<file path="src/rtl/dmem_pkg.sv">
// rtl/dmem_pkg.sv - shared dmem widths and arbiter state encoding
// Contents: DMEM_DATA_W, DMEM_ADDR_W, dmem_state_e (IDLE/ACCESS/RESP).
package dmem_pkg;

    localparam int DMEM_DATA_W = 48;
    localparam int DMEM_ADDR_W = 10;

    typedef enum logic [1:0] {
        IDLE   = 2'd0,
        ACCESS = 2'd1,
        RESP   = 2'd2
    } dmem_state_e;

endpackage

</file>
<file path="src/rtl/rr_arb2.sv">
// rtl/rr_arb2.sv - combinational two-way round-robin picker
// Ports:
//   req[1:0]   in   request vector, bit N = port N
//   last_grant in   port that won the previous handshake
//   grant[1:0] out  one-hot winner, or zero when nothing requests
module rr_arb2 (
    input  logic [1:0] req,
    input  logic       last_grant,
    output logic [1:0] grant
);

    always_comb begin
        grant = 2'b00;
        case (req)
            2'b01:   grant = 2'b01;
            2'b10:   grant = 2'b10;
            // On a tie the port that did not win last time goes first.
            2'b11:   grant = last_grant ? 2'b01 : 2'b10;
            default: grant = 2'b00;
        endcase
    end

endmodule

</file>
<file path="src/rtl/dmem_arbiter.sv">
// rtl/dmem_arbiter.sv - round-robin arbiter sharing single-port dmem between cpu and loader
// Optional build macro: DMEM_ARB_PERF_EN adds perf_grant0/perf_grant1/perf_conflict counters.
// Ports:
//   clk, reset                      clock, asynchronous active-low reset
//   pN_valid/pN_ready               request handshake for port N (0 = cpu, 1 = debug/loader)
//   pN_we/pN_addr/pN_wdata          request payload, held stable until ready
//   pN_resp_valid/pN_rdata          one-cycle response pulse and read data (0 for writes)
//   mem_en/mem_we/mem_addr/mem_wdata registered memory pins
//   mem_rdata                       memory read data, valid the cycle after mem_en
//   perf_grant0/perf_grant1/perf_conflict (DMEM_ARB_PERF_EN only) saturating 16-bit counters
module dmem_arbiter
    import dmem_pkg::*;
#(
    parameter int DATA_W = DMEM_DATA_W,
    parameter int ADDR_W = DMEM_ADDR_W
) (
    input  logic              clk,
    input  logic              reset,
    input  logic              p0_valid,
    output logic              p0_ready,
    input  logic              p0_we,
    input  logic [ADDR_W-1:0] p0_addr,
    input  logic [DATA_W-1:0] p0_wdata,
    output logic              p0_resp_valid,
    output logic [DATA_W-1:0] p0_rdata,
    input  logic              p1_valid,
    output logic              p1_ready,
    input  logic              p1_we,
    input  logic [ADDR_W-1:0] p1_addr,
    input  logic [DATA_W-1:0] p1_wdata,
    output logic              p1_resp_valid,
    output logic [DATA_W-1:0] p1_rdata,
    output logic              mem_en,
    output logic              mem_we,
    output logic [ADDR_W-1:0] mem_addr,
    output logic [DATA_W-1:0] mem_wdata,
    input  logic [DATA_W-1:0] mem_rdata
`ifdef DMEM_ARB_PERF_EN
    ,
    output logic [15:0]       perf_grant0,
    output logic [15:0]       perf_grant1,
    output logic [15:0]       perf_conflict
`endif
);

    dmem_state_e state, state_next;
    logic        last_grant;
    logic        owner;
    logic        resp_we;
    logic [1:0]  grant;
    logic        hs;
    logic        hs_port;

    rr_arb2 u_rr_arb2 (
        .req        ({p1_valid, p0_valid}),
        .last_grant (last_grant),
        .grant      (grant)
    );

    always_ff @(posedge clk or negedge reset) begin
        if (!reset) begin
            state <= IDLE;
        end else begin
            state <= state_next;
        end
    end

    always_comb begin
        state_next    = state;
        p0_ready      = 1'b0;
        p1_ready      = 1'b0;
        p0_resp_valid = 1'b0;
        p1_resp_valid = 1'b0;
        p0_rdata      = '0;
        p1_rdata      = '0;
        hs            = 1'b0;
        hs_port       = 1'b0;
        case (state)
            IDLE: begin
                // Gated by reset so ready reads 0 while reset is held.
                p0_ready = grant[0] & reset;
                p1_ready = grant[1] & reset;
                hs       = p0_ready | p1_ready;
                hs_port  = grant[1];
                if (hs) begin
                    state_next = ACCESS;
                end
            end
            ACCESS: begin
                state_next = RESP;
            end
            RESP: begin
                if (owner) begin
                    p1_resp_valid = 1'b1;
                    p1_rdata      = resp_we ? '0 : mem_rdata;
                end else begin
                    p0_resp_valid = 1'b1;
                    p0_rdata      = resp_we ? '0 : mem_rdata;
                end
                state_next = IDLE;
            end
            default: begin
                state_next = IDLE;
            end
        endcase
    end

    // Memory pins are loaded on the handshake edge so the strobe is high
    // exactly for the ACCESS cycle; addr/wdata keep their last value.
    always_ff @(posedge clk or negedge reset) begin
        if (!reset) begin
            last_grant <= 1'b1;
            owner      <= 1'b0;
            resp_we    <= 1'b0;
            mem_en     <= 1'b0;
            mem_we     <= 1'b0;
            mem_addr   <= '0;
            mem_wdata  <= '0;
        end else begin
            mem_en <= 1'b0;
            mem_we <= 1'b0;
            if (hs) begin
                last_grant <= hs_port;
                owner      <= hs_port;
                resp_we    <= hs_port ? p1_we : p0_we;
                mem_en     <= 1'b1;
                mem_we     <= hs_port ? p1_we : p0_we;
                mem_addr   <= hs_port ? p1_addr : p0_addr;
                mem_wdata  <= hs_port ? p1_wdata : p0_wdata;
            end
        end
    end

`ifdef DMEM_ARB_PERF_EN
    always_ff @(posedge clk or negedge reset) begin
        if (!reset) begin
            perf_grant0   <= '0;
            perf_grant1   <= '0;
            perf_conflict <= '0;
        end else begin
            if (hs && !hs_port && perf_grant0 != 16'hFFFF) begin
                perf_grant0 <= perf_grant0 + 16'd1;
            end
            if (hs && hs_port && perf_grant1 != 16'hFFFF) begin
                perf_grant1 <= perf_grant1 + 16'd1;
            end
            if (state == IDLE && p0_valid && p1_valid && perf_conflict != 16'hFFFF) begin
                perf_conflict <= perf_conflict + 16'd1;
            end
        end
    end
`endif

endmodule

</file>
<file path="config.mk">
export PLATFORM = sky130hd
export DESIGN_NAME = dmem_arbiter
export DESIGN_NICKNAME = d
export VERILOG_FILES = /design/src/rtl/dmem_pkg.sv /design/src/rtl/rr_arb2.sv /design/src/rtl/dmem_arbiter.sv
export SDC_FILE = /design/constraint.sdc
export NUM_CORES = 1
export LEC_CHECK = 0
export CELL_PAD_IN_SITES_DETAIL_PLACEMENT = 1
export CELL_PAD_IN_SITES_GLOBAL_PLACEMENT = 2
export CORE_MARGIN = 4
export CORE_UTILIZATION = 16
export CTS_BUF_LIST = sky130_fd_sc_hd__clkbuf_8
export CTS_CLUSTER_SIZE = 12
export DETAILED_ROUTE_END_ITERATION = 8
export HOLD_SLACK_MARGIN = 0.15
export PLACE_DENSITY_LB_ADDON = 0.3
export SLEW_MARGIN = 25
export SYNTH_ARGS = -nofsm -noshare
export SYNTH_HDL_FRONTEND = slang
export SYNTH_HIERARCHICAL = 1
export SYNTH_SLANG_ARGS = --single-unit
</file>
<file path="constraint.sdc">
create_clock -name clk -period 2.41 [get_ports clk]
set_clock_uncertainty 0.2 [all_clocks]
set_input_delay 0.6025 -clock clk [delete_from_list [all_inputs] [get_ports clk]]
set_output_delay 0.6025 -clock clk [all_outputs]
set_load 0.05 [all_outputs]
</file>
# ---- Word level (Yosys, flattened, before mapping)
# Cells that the tools add are included.
# Widths: inputs -> output; s select.
dict set report op_classes {
  n_eq_ne 6
  n_mux 22
  n_bitwise 3
  reduce_logical 1
}
# cell count
set ops {}
lappend ops {{$mux 48} 6}
lappend ops {{$mux 1} 11}
lappend ops {{$mux 10} 1}
lappend ops {{$eq 2x2->1 const B} 3}
lappend ops {{$pmux 2 s3} 1}
lappend ops {{$eq 2x1->1 const B} 2}
lappend ops {{$mux 2} 2}
lappend ops {{$pmux 2 s2} 1}
lappend ops {{$and 1x1->1} 2}
lappend ops {{$logic_not 2->1} 1}
lappend ops {{$ne 2x2->1 const B} 1}
lappend ops {{$or 1x1->1} 1}
dict set report totals {
  register_bits 65
  input_bits 170
  output_inout_bits 160
  wordCells 40
}

# ---- Longest topological paths before layout
dict set report logic_depth {
  ltp_word 6
  ltp_mapped 9
  ltp_nobuf 6
}

# ---- Modules after synthesis
# Netlist, hierarchy kept.
# mod n_inst cells_each area_each_um2 seq_area_each_um2
set by_module_without_submodules {}
lappend by_module_without_submodules {dmem_arbiter 1 380 3626.0 1627.8}
lappend by_module_without_submodules {rr_arb2 1 3 18.8 0.0}

# ---- Least setup slack after synthesis
# OpenSTA, ideal clock, no wires.
dict set report synth_path {
  path_type {input port to output port}
  startpoint {input p1_valid}
  endpoint {output p1_ready}
  arrival_ns 1.946
  required_ns 1.607
  setup_slack_ns -0.338
  cell_stages 3
  path_buffers 1
  path_cell_list {a21boi_0 -> and4bb_2 -> buf_1}
}
dict set report synth_via {
  elab_chain_len 4
  elab_cells_between_ends 6
}
# element line
set synth_lines {}
lappend synth_lines {{start: declaration} dmem_arbiter.sv:26} ;# input logic p1_valid,
lappend synth_lines {{$eq 2x2->1 or $eq 2x1->1 (tied branches)} rr_arb2.sv:14} ;# case (req)
lappend synth_lines {{$pmux 2 s3 *} rr_arb2.sv:14}
lappend synth_lines {{$and 1x1->1 *} dmem_arbiter.sv:82} ;# p1_ready = grant[1] & reset;
lappend synth_lines {{$mux 1 *} dmem_arbiter.sv:78} ;# case (state)
lappend synth_lines {{end: declaration} dmem_arbiter.sv:27} ;# output logic p1_ready,
# Mark *: on every way between the ends. The rest lies on a longest branch, timed or not.

# ---- Worst setup path after layout
dict set report layout_path {
  startpoint {register owner}
  endpoint {output p0_rdata[2]}
}
dict set report layout_via {
  elab_chain_len 2
}
# element line
set layout_lines {}
lappend layout_lines {{start: declaration} dmem_arbiter.sv:48} ;# logic owner;
lappend layout_lines {{start signal: assignment} dmem_arbiter.sv:124} ;# owner <= hs_port;
lappend layout_lines {{$mux 48} dmem_arbiter.sv:93} ;# if (owner) begin
lappend layout_lines {{$mux 48} dmem_arbiter.sv:78}
lappend layout_lines {{end: declaration} dmem_arbiter.sv:25} ;# output logic [DATA_W-1:0] p0_rdata,
# No other way between the ends.

==> qor.txt <==
Most frequent cell after synthesis -> nand2b_1
Post-Route WL -> 20.10 mm
Post-synth top cells -> nand2b_1 (108), nor2_1 (96), dfrtp_1 (64)
Final hold vios -> 0
P_int -> 4.455 mW
Largest net degree at the start of global routing -> 60
Clock network fraction of total power -> 10.5%
Worst path cell trace -> or3b_4 > buf_16 > nor2_2 > buf_12
Iter 0 DRT Violations -> 129
Port Buf Inserts -> 329
Final TNS setup -> -8301 ps
Detailed Place HPWL -> 14.88 mm
Pwr Total -> 8.780 mW
Clock transition at the registers of the reported paths -> 80 ps
Mapped cell area -> 0.003645 sq mm
Post-synth cell types -> 25
Met2 Resource Use GR -> 27.62%
Wire per inst -> 20.10 um
CP top delay family -> simple AND/OR/NAND/NOR gates
Core box area -> 0.02209 sq mm
Fillers -> 2318
Gr busiest metal -> met2
Clk buf depth -> 2
FMAX -> 391.7 MHz
Grt met3 use -> 5.566%
Area grow syn2layout -> 155.0%
Finished Cell Area -> 0.009294 sq mm
Met1 usage -> 17.55%
RSZ-0062 raised after global routing -> yes
CTS root buffer -> clkbuf_8
CTS sink count -> 65
Vias in the first global route -> 4861
DRT Pass-1 Iters -> 4
Max FO, Critical Path -> 24
Rows -> 54
EDFF count, synth -> 0
Failing checks -> setup timing
Top cell type's share of synthesized area -> 43.94%
Syn_area_per_cell -> 9.516 sq um
Outcome -> complete, but fails checks
Htree depth -> 3
Crit Path Category -> reg2out
GP Congestion -> 0.7769
Worst setup margin -> -143.2 ps
DR vias/cell -> 4.320
Placed Area -> 0.008398 sq mm
Slowest stage delay, CP -> 440 ps
Tcrit/Tclk final -> 105.9%
Peak VDD IR -> 0.5411 mV
Synth Instances -> 383
Ratio of cells with drive above 1 in the final layout -> 41.72%
Slew headroom -> 43.96%
Net Count, Synth -> 553
Crit. End Element -> output pin
Die area -> 0.02526 sq mm
Reg power frac -> 22.2%
Combinational share of power -> 67.3%
First-pass GRT wire length -> 30.88 mm
Worst Path Buf+Inv -> 2
Die Ht -> 158.9 um
Nets -> 884
Clk Latency, worst-skew pair -> 340 ps
CTS tree -> built
Setup Viol. Count Final -> 98
GRT Overall Usage -> 15.44%
Pre-CTS setup slack -> -311.9 ps
CTS Buf Count -> 9
Die span in x -> 158.9 um
P_sw -> 4.325 mW
Worst min path class -> in2async
Synth area leader -> dfrtp_1
Initial antenna violation count -> 2
Max Slew Vio Count -> 0
Yosys warns -> 6
Post-route ant nets -> 0
Reg2Reg Depth -> 6
Worst Path Arrival -> 1750 ps
Via Count -> 4320
Starting Density -> 16.50%
Worst slew pin tran -> 840.6 ps
Ports -> 330
WP data required -> 1610 ps
Slowest cell on crit path -> or3b_4
Min Clock Period, post-route -> 2553 ps
Ys flop type -> dfrtp_1
Startpoint Class -> flip-flop
Net Sw Frac -> 49.26%
Post-route DRC -> 0
Synth Register Bits -> 65
Post-synthesis async set-or-reset flop share -> 100.0%
Congestion Overflow GR -> 0
Power density cells -> 944.7 mW/mm^2
Max-cap viol count -> 0
Static Leakage -> 3.335 nW
WP depth -> 4
Largest cells by area after synthesis -> dfrtp_1 (44%), nand2b_1 (19%), o221a_2 (15%), nor2_1 (9.9%), o221a_1 (3.1%)
Register area share after synthesis -> 44.66%
[power groups by stage]
| stage | clock [mW] | combinational, mW | sequential [mW] |
|---|---|---|---|
| after floorplan | 0 | 1.60 | 3.69 |
| after detailed placement | 0 | 5.54 | 1.95 |
| after CTS | 0.981 | 5.91 | 1.96 |
| after global routing | 1.02 | 6.17 | 2.03 |
| after global placement | 0 | 5.48 | 1.94 |
| final | 0.922 | 5.91 | 1.95 |
[per-layer routing]
layer / wire, um / up-vias / share of wire [%]
met5: 13 / - / 0.065
met4: 197 / 2 / 0.98
met3: 1738 / 14 / 8.6
met2: 10460 / 226 / 52
met1: 7689 / 2091 / 38
li1: - / 1987 / -
[path summary, 6_finish.rpt]
kind,start,end,slack [ps]
max,owner$_DFFE_PN0P_,p0_rdata[2],-140
min,reset,mem_wdata[31]$_DFFE_PN0P_,300
max reg2reg,last_grant$_DFFE_PN1P_,mem_wdata[33]$_DFFE_PN0P_,410
min reg2reg,owner$_DFFE_PN0P_,owner$_DFFE_PN0P_,320
max in group asynchronous,reset,mem_wdata[47]$_DFFE_PN0P_,1130
min in group clk,owner$_DFFE_PN0P_,owner$_DFFE_PN0P_,320
[state kept, by name (all words and copies together), names as in the netlist]
name	count
mem_we	1
state	2
mem_wdata	48
resp_we	1
last_grant	1
mem_addr	10
owner	1
mem_en	1
[cell usage in the layout, fill, tap and decap left out, drive strengths merged, types with 2 or more instances in the layout]
master,netlist,final
clkdlybuf4s50,0,214
buf,18,133
nand2b,108,108
nor2,97,97
dfrtp,64,64
o221a,59,59
clkbuf,18,11
inv,4,6
dlymetal6s2s,0,4
clkinv,0,3
a21boi,3,3
a21o,2,2
dlygate4sd2,0,2
o211a,2,2
[worst reg2reg max path, delay by kind of cell, from the launching register on]
family | cells | cell delay, ps
buffers and inverters | 3 | 450
DFF | 1 | 550
AOI/OAI and AO/OA | 3 | 680
[logic make-up after synthesis]
group / synth area share [%]
buffers and inverters: 5.183
AO/OA/AOI/OAI: 20.01
flip-flops: 44.66
AND/OR/NAND/NOR: 30.14
[metrics by stage]
| stage | std cells | util [%] | hold slack [ps] |
|---|---|---|---|
| global placement | 972 | 38.01 | 237.2 |
| detailed placement | 972 | 38.01 | 239.9 |
| floorplan | 383 | - | 106.9 |
| finish | 1000 | 42.07 | 295.7 |
| global route | 1000 | 42.07 | 344.2 |
| CTS | 997 | 41.42 | 324.2 |
[timing repair]
item                                   in CTS  in global routing
buffers inserted                            3                  0
resized for setup                         118                 25
gates cloned                                5                  2
pin swaps                                   4                  4
setup endpoints to repair                 100                103
endpoints found under the hold margin       6                  0
hold buffers                                1                  0
[final cells by class]
class | instances | area (sq um) | share of cell area [%]
repair buffers | 356 | 4715 | 50.73
clock inverters | 7 | 63.81 | 0.6866
clock buffers | 9 | 123.9 | 1.333
multi-input cells | 278 | 2396 | 25.78
inverters | 4 | 15.01 | 0.1616
well taps | 280 | 350.3 | 3.770
diodes | 1 | 2.502 | 0.02693
flip-flops and latches | 65 | 1628 | 17.51
Power figures use the tool's default switching activity.
